## src/rtl/core_stream_host.sv

```systemverilog
// Host-side partner of the CORE frame interface: buffers one upstream frame, replays it
// to CORE as one gap-free in_valid burst, then forwards CORE's reply burst downstream.
module core_stream_host #(
  parameter int DATA_W  = 16,
  parameter int DEPTH   = 16,
  parameter int CNT_W   = 5,
  parameter int TIMEOUT = 1024
) (
  input  logic              clk,
  input  logic              rst,
  input  logic              src_valid,
  output logic              src_ready,
  input  logic [DATA_W-1:0] src_data,
  input  logic              src_last,
  output logic              in_valid,
  output logic [DATA_W-1:0] in_data,
  input  logic              out_valid,
  input  logic [DATA_W-1:0] out_data,
  output logic              rx_valid,
  output logic [DATA_W-1:0] rx_data,
  output logic [CNT_W-1:0]  rx_cnt,
  output logic              busy,
  output logic              done,
  output logic              err_timeout,
  output logic              err_ovf
);
  localparam int AW = (DEPTH > 1) ? $clog2(DEPTH) : 1;
  localparam int TW = (TIMEOUT > 1) ? $clog2(TIMEOUT) : 1;
  localparam logic [TW-1:0] TMAX = TW'(TIMEOUT - 1);

  typedef enum logic [2:0] {
    S_IDLE, S_LOAD, S_SEND, S_GAP, S_WAIT_RX, S_RECV, S_DONE
  } state_t;

  state_t             state;
  logic [DATA_W-1:0]  mem [DEPTH];
  logic [CNT_W-1:0]   len, idx;
  logic [TW-1:0]      timer;
  logic               accept, frame_full;
  logic [CNT_W-1:0]   wr_ptr, len_nxt;

  assign accept     = src_valid & src_ready;
  assign wr_ptr     = (state == S_IDLE) ? '0 : len;
  assign len_nxt    = wr_ptr + 1'b1;
  assign frame_full = (len_nxt == CNT_W'(DEPTH));

  // Frame buffer carries no reset; len qualifies its contents.
  always_ff @(posedge clk) begin
    if (accept) mem[wr_ptr[AW-1:0]] <= src_data;
  end

  always_ff @(posedge clk or posedge rst) begin
    if (rst) begin
      state       <= S_IDLE;
      len         <= '0;
      idx         <= '0;
      timer       <= '0;
      src_ready   <= 1'b0;
      in_valid    <= 1'b0;
      in_data     <= '0;
      rx_valid    <= 1'b0;
      rx_data     <= '0;
      rx_cnt      <= '0;
      busy        <= 1'b0;
      done        <= 1'b0;
      err_timeout <= 1'b0;
      err_ovf     <= 1'b0;
    end else begin
      done     <= 1'b0;
      rx_valid <= 1'b0;
      rx_data  <= '0;
      in_valid <= 1'b0;
      in_data  <= '0;
      case (state)
        S_IDLE, S_LOAD: begin
          if (accept) begin
            len  <= len_nxt;
            busy <= 1'b1;
            if (state == S_IDLE) begin
              err_ovf     <= 1'b0;
              err_timeout <= 1'b0;
              rx_cnt      <= '0;
            end
            if (src_last || frame_full) begin
              // A full buffer without src_last closes the frame; the rest waits.
              if (!src_last) err_ovf <= 1'b1;
              src_ready <= 1'b0;
              idx       <= '0;
              state     <= S_SEND;
            end else begin
              src_ready <= 1'b1;
              state     <= S_LOAD;
            end
          end else if (state == S_IDLE) begin
            src_ready <= 1'b1;
          end
        end
        S_SEND: begin
          if (idx == len) begin
            state <= S_GAP;
          end else begin
            in_valid <= 1'b1;
            in_data  <= mem[idx[AW-1:0]];
            idx      <= idx + 1'b1;
          end
        end
        S_GAP: begin
          timer <= '0;
          state <= S_WAIT_RX;
        end
        S_WAIT_RX: begin
          if (out_valid) begin
            rx_valid <= 1'b1;
            rx_data  <= out_data;
            rx_cnt   <= rx_cnt + 1'b1;
            state    <= S_RECV;
          end else if (timer == TMAX) begin
            err_timeout <= 1'b1;
            done        <= 1'b1;
            state       <= S_DONE;
          end else begin
            timer <= timer + 1'b1;
          end
        end
        S_RECV: begin
          if (out_valid) begin
            rx_valid <= 1'b1;
            rx_data  <= out_data;
            if (rx_cnt != {CNT_W{1'b1}}) rx_cnt <= rx_cnt + 1'b1;
          end else begin
            done  <= 1'b1;
            state <= S_DONE;
          end
        end
        S_DONE: begin
          busy      <= 1'b0;
          src_ready <= 1'b1;
          len       <= '0;
          state     <= S_IDLE;
        end
        default: state <= S_IDLE;
      endcase
    end
  end
endmodule
```

## config.mk

```make
export PLATFORM = sky130hd
export DESIGN_NAME = core_stream_host
export DESIGN_NICKNAME = d
export VERILOG_FILES = /design/src/rtl/core_stream_host.sv
export SDC_FILE = /design/constraint.sdc
export NUM_CORES = 1
export LEC_CHECK = 0
export CAP_MARGIN = 20
export CORE_MARGIN = 5
export CORE_UTILIZATION = 25
export CTS_CLUSTER_SIZE = 10
export DETAILED_ROUTE_END_ITERATION = 12
export SLEW_MARGIN = 20
export SYNTH_ARGS = -nofsm -noshare
export SYNTH_HDL_FRONTEND = slang
export SYNTH_SLANG_ARGS = --single-unit
```

## constraint.sdc

```tcl
create_clock -name clk -period 3.4 [get_ports clk]
set_input_delay 0.68 -clock clk [delete_from_list [all_inputs] [get_ports clk]]
set_output_delay 0.68 -clock clk [all_outputs]
set_load 0.01 [all_outputs]
```

[After elaboration in Yosys (flattened, before gate mapping)]
Memories as Yosys holds them, arrays and structs flattened.
Cells that the tools add are included.
Word-level totals
  RAM bits: 256
  output and inout bits: 44
  register bits: 67
  word-level logic and storage cells: 112
  bits of input ports: 37
  memories: 1
Operators by class
  equality and inequality tests: 24
  add/subtract/negate cells: 4
  reductions and logical operators: 17
  muxes and demuxes: 51
  bitwise gates (word level): 1
Memories
  mem: words 16, bits a word 16, rd ports 1, clocked after memory_dff 0, wr ports 1, line 36  | logic [DATA_W-1:0] mem [DEPTH];
Operator list (number)
  16-bit two-way mux: 4
  5-bit two-way mux: 10
  2-bit != test (second input constant): 12
  1-bit two-way mux: 20
  10-bit two-way mux: 2
  10-bit one-hot mux with 2 select lines: 1
  5-bit one-hot mux with 2 select lines: 2
  5-bit by 1-bit adder with 5-bit output (second input constant): 3
  3-bit two-way mux: 5
  3-bit one-hot mux with 5 select lines: 1
  5-bit one-hot mux with 3 select lines: 1
  10-bit by 1-bit adder with 10-bit output (second input constant): 1
  10-bit == test (second input constant): 1
  3-bit == test (second input constant): 3
  1-bit one-hot mux with 2 select lines: 4
  4-bit AND reduction: 2
  2-bit nonzero test: 4
  3-bit by 2-bit == test with 1-bit output (second input constant): 2
  3-bit != test (second input constant): 2
  2-bit AND reduction: 3
  6-bit AND reduction: 1
  5-bit == test: 1
  5-bit == test (second input constant): 1
  5-bit != test (second input constant): 1
  9 further kinds: 10

[Depth between registers and ports, before layout]
  depth in word-level cells: 8
  mapped depth: 10

[Least setup slack after synthesis]
Ideal clock, no wire load.
  path kind: in2reg
  start point: input src_valid
  end point: memory mem[4][0], enable pin
  data arrival time: 2.735 ns
  path slack: 0.235 ns
  stages on the path: 4
  required time: 2.970 ns
  cells stage by stage: and2_1 -> clkbuf_1 -> nand2_1 -> nor4_1
Between the ends
  longest elaborated chain between the ends: 3
RTL lines
  from (decl): line 11  | input logic src_valid,
  1-bit AND: line 42  | assign accept = src_valid & src_ready;
  1-bit two-way mux: line 49  | if (accept) mem[wr_ptr[AW-1:0]] <= src_data;
  1-bit two-way mux (not written as such): line 49
  to (decl): line 36
No other way between the ends.

[Worst setup path after layout]
  start point: register state[1]
  end point: register idx[4]
Between the ends
  longest elaborated chain between the ends: 7
RTL lines
  from (decl): line 35  | state_t state;
  from (signal assigned): line 54  | state <= S_IDLE;
  from (signal assigned): line 89  | state <= S_SEND;
  from (signal assigned): line 92  | state <= S_LOAD;
  3-bit zero test: line 43, 74
  5-bit two-way mux: line 43  | assign wr_ptr = (state == S_IDLE) ? '0 : len;
  5-bit by 1-bit adder with 5-bit output: line 44  | assign len_nxt = wr_ptr + 1'b1;
  5-bit == test: line 45  | assign frame_full = (len_nxt == CNT_W'(DEPTH));
  1-bit logical OR: line 84  | if (src_last || frame_full) begin
  2-bit != test (no line)
  4-bit AND reduction (no line)
  to (signal assigned): line 104  | idx <= idx + 1'b1;
  to (decl): line 37  | logic [CNT_W-1:0] len, idx;
Several ways; a longest one is shown, not always the timed one.
A chain may end at the register's enable or synchronous reset.

==> results.cfg <==
[floorplan]
ios = 81
initial_core_util_pct = 25.1
die_h_um = 237
dieArea_um2 = 56100
placementRows = 83
core-area_um2 = 51200
dieWidth_um = 237

[power]
power_frac_seq_pct = 42.0
power_mw = 11.9
power.leakage_nw = 5.32
peakVddDrop_mv = 0.463
combPwrFrac_pct = 26.6
p_clk_share_pct = 31.3
power_density_nw_per_um2 = 758
swShare_pct = 28.6
power.switching_mw = 3.41
p_int_mw = 8.51

[cts]
cts_htree_levels = 2
cts.path.max_buffers = 3
cts.clk_slew.worst_paths_ps = 50
clk_latency_ps = 530
ctsRootBufferMaster = clkbuf_16
cts_tree = yes
numCtsBuffers = 39
clock-sinks = 323
cts_setup_buffers = 0
cts_hold_buf = 0
cts_resized = 0

[timing]
rsz0062_at_grt = no
clock.fmax_ghz = 0.383
worst_pin_slew_ps = 1040
hold_viol_final = 0
fin_hold_ws_ps = 510
slew_headroom_pct = 30.4
fin_tns_setup_ps = 0
period_minus_slack_ps = 2610
period_share_pct = 76.8
slew_viol_final = 0
finClkSkew_ps = 12.4
setup_viol = 0

[synth]
synth.area.top_cells = edfxtp_1 (60%), mux4_2 (14%), dfrtp_1 (13%), and2_1 (1.3%), nand2_1 (0.93%)
synth_area_per_cell_um2 = 18.9
ys_warn_count = 0
synth_edf_count = 256
seq_area_frac_synth_pct = 72.8
synth_cell_types = 54
netlist_instances = 680
synth.most_common_cell = edfxtp_1
synthesis.nets = 724
ys_ff_latch = 323
synth_area_um2 = 12900
synth.top_cell.area_share_pct = 59.7
async_reset_ff_share_pct = 20.7
yosys.area.top_type = edfxtp_1
synthTopCellsByCount = edfxtp_1 (256), mux4_2 (80), dfrtp_1 (67)
yosys_most_used_dff = edfxtp_1

[worst_hold_path]
min_from = rx_cnt[4]
holdPathStages = 2
min_to = rx_cnt[4]
min_path_type = register to register

[finish]
drive_gt1_share_pct = 22.3
area_growth_pct = 22.2
finalNetCount = 839
stdcell_count = 1504
fin_util_pct = 30.7
antenna_cells = 0

[global_route]
grt_usage_pct = 9.80
grt-ovfl-total = 0
grt_pass1_wl_mm = 42.9
grt_max_degree = 71
grt_pass1_vias = 6802
antenna_found_initial = 0

[setup_path]
cp-end-kind = register
crit_fanout = 17
cp_data_required_time_ps = 3840
cp.arrival_ps = 3050
ff2ff_setup_slack_ps = 790
r2r-end = idx[4]
critPathKind = register to register
r2r_cells = 7
startpoint_type = register
rr_startpoint = state[1]

[drt]
ant_nets = 0
met1_length_mm = 12.8
drc = 0
top_layer_used = met4
routed_wl_mm = 27.8
vias = 6631
dr.pass1.iters = 5
via_per_inst = 4.41
met2_length_mm = 13.0
wl_per_cell_um = 18.5
dr_wl_met3_mm = 1.51
drtIter0Drc = 586

[placed_design]
dpl.hpwl_mm = 16.6
dp_cells = 1434
place_congestion = 0.749
io_buffers = 80

[run_status]
outcome = finished, final reports clean

[job]
cap_violations = 0
[cell families after synthesis]
logic type | count (synthesis) | share of synthesized area [%]
xor+xnor | 12 | 0.817
compound gates | 48 | 2.52
fa+ha+maj | 7 | 0.681
simple gates | 160 | 6.80
buf+inv | 48 | 2.27
flops | 323 | 72.8
mux | 82 | 14.2
[power groups by stage]
stage	Sequential, mW	Clock, mW	Combinational, mW
global route	5.08	4.01	3.46
global placement	5.10	0	3.21
CTS	5.03	3.84	3.25
detailed placement	5.11	0	3.23
finish	5.01	3.73	3.17
floorplan	4.95	0	2.31
[routing by layer]
layer | vias up | GRT usage, %
li1 | 2937 | -
met1 | 3471 | 13.7
met2 | 183 | 15.4
met3 | 40 | 2.29
met4 | 0 | 2.50
met5 | - | 0
[layout make-up]
class                      count  area (um2)
clock buffer                  64        1100
clock inverter                 6        46.3
fill                        4971       35500
inverter                      11        42.5
multi-input combinational    309        3260
sequential                   323        9370
tap                          680         851
timing repair buffer         111        1060
[placed cells by master (no fill, tap or decap), types with 13 or more instances in the layout]
| cell | instances |
|---|---|
| nand3_1 | 16 |
| edfxtp_1 | 256 |
| and2_1 | 26 |
| buf_4 | 29 |
| nand2_1 | 32 |
| o21ai_0 | 13 |
| clkbuf_16 | 40 |
| dfrtp_1 | 65 |
| clkdlybuf4s50_1 | 80 |
| clkbuf_1 | 23 |
| and3_1 | 19 |
| mux4_2 | 80 |
| nor2_1 | 22 |
[registers in the layout, indices dropped and copies added (netlist names)]
signal	count
idx	5
err_timeout	1
rx_data	16
len	5
rx_valid	1
busy	1
timer	10
state	3
rx_cnt	5
mem	256
in_valid	1
src_ready	1
err_ovf	1
in_data	16
done	1
[worst max-delay path by stage]
stage                      end      start  slack (ps)  cells after the start
floorplan            mem[4][0]  src_valid         240                      4
global placement    mem[8][14]  src_valid         600                      6
detailed placement  mem[8][14]  src_valid         550                      6
CTS                     idx[4]   state[1]         810                      7
global route        in_data[5]   state[1]         610                      7
finish                  idx[4]   state[1]         790                      7
[critical path: stages (launching register included)]
cell,delay [ps]
dfrtp_1,560
or3_1,520
and2_1,240
ha_1,280
and3_1,230
a21oi_2,260
o21ai_1,200
a31oi_1,220
[through the flow]
stage,setup slack [ps],cell area [um2]
2_1_floorplan,235,12900
3_3_place_gp,596,14600
3_5_place_dp,547,14600
4_1_cts,807,15700
5_1_grt,608,15700
6_report,789,15700
(Power assumes the default switching activity.)
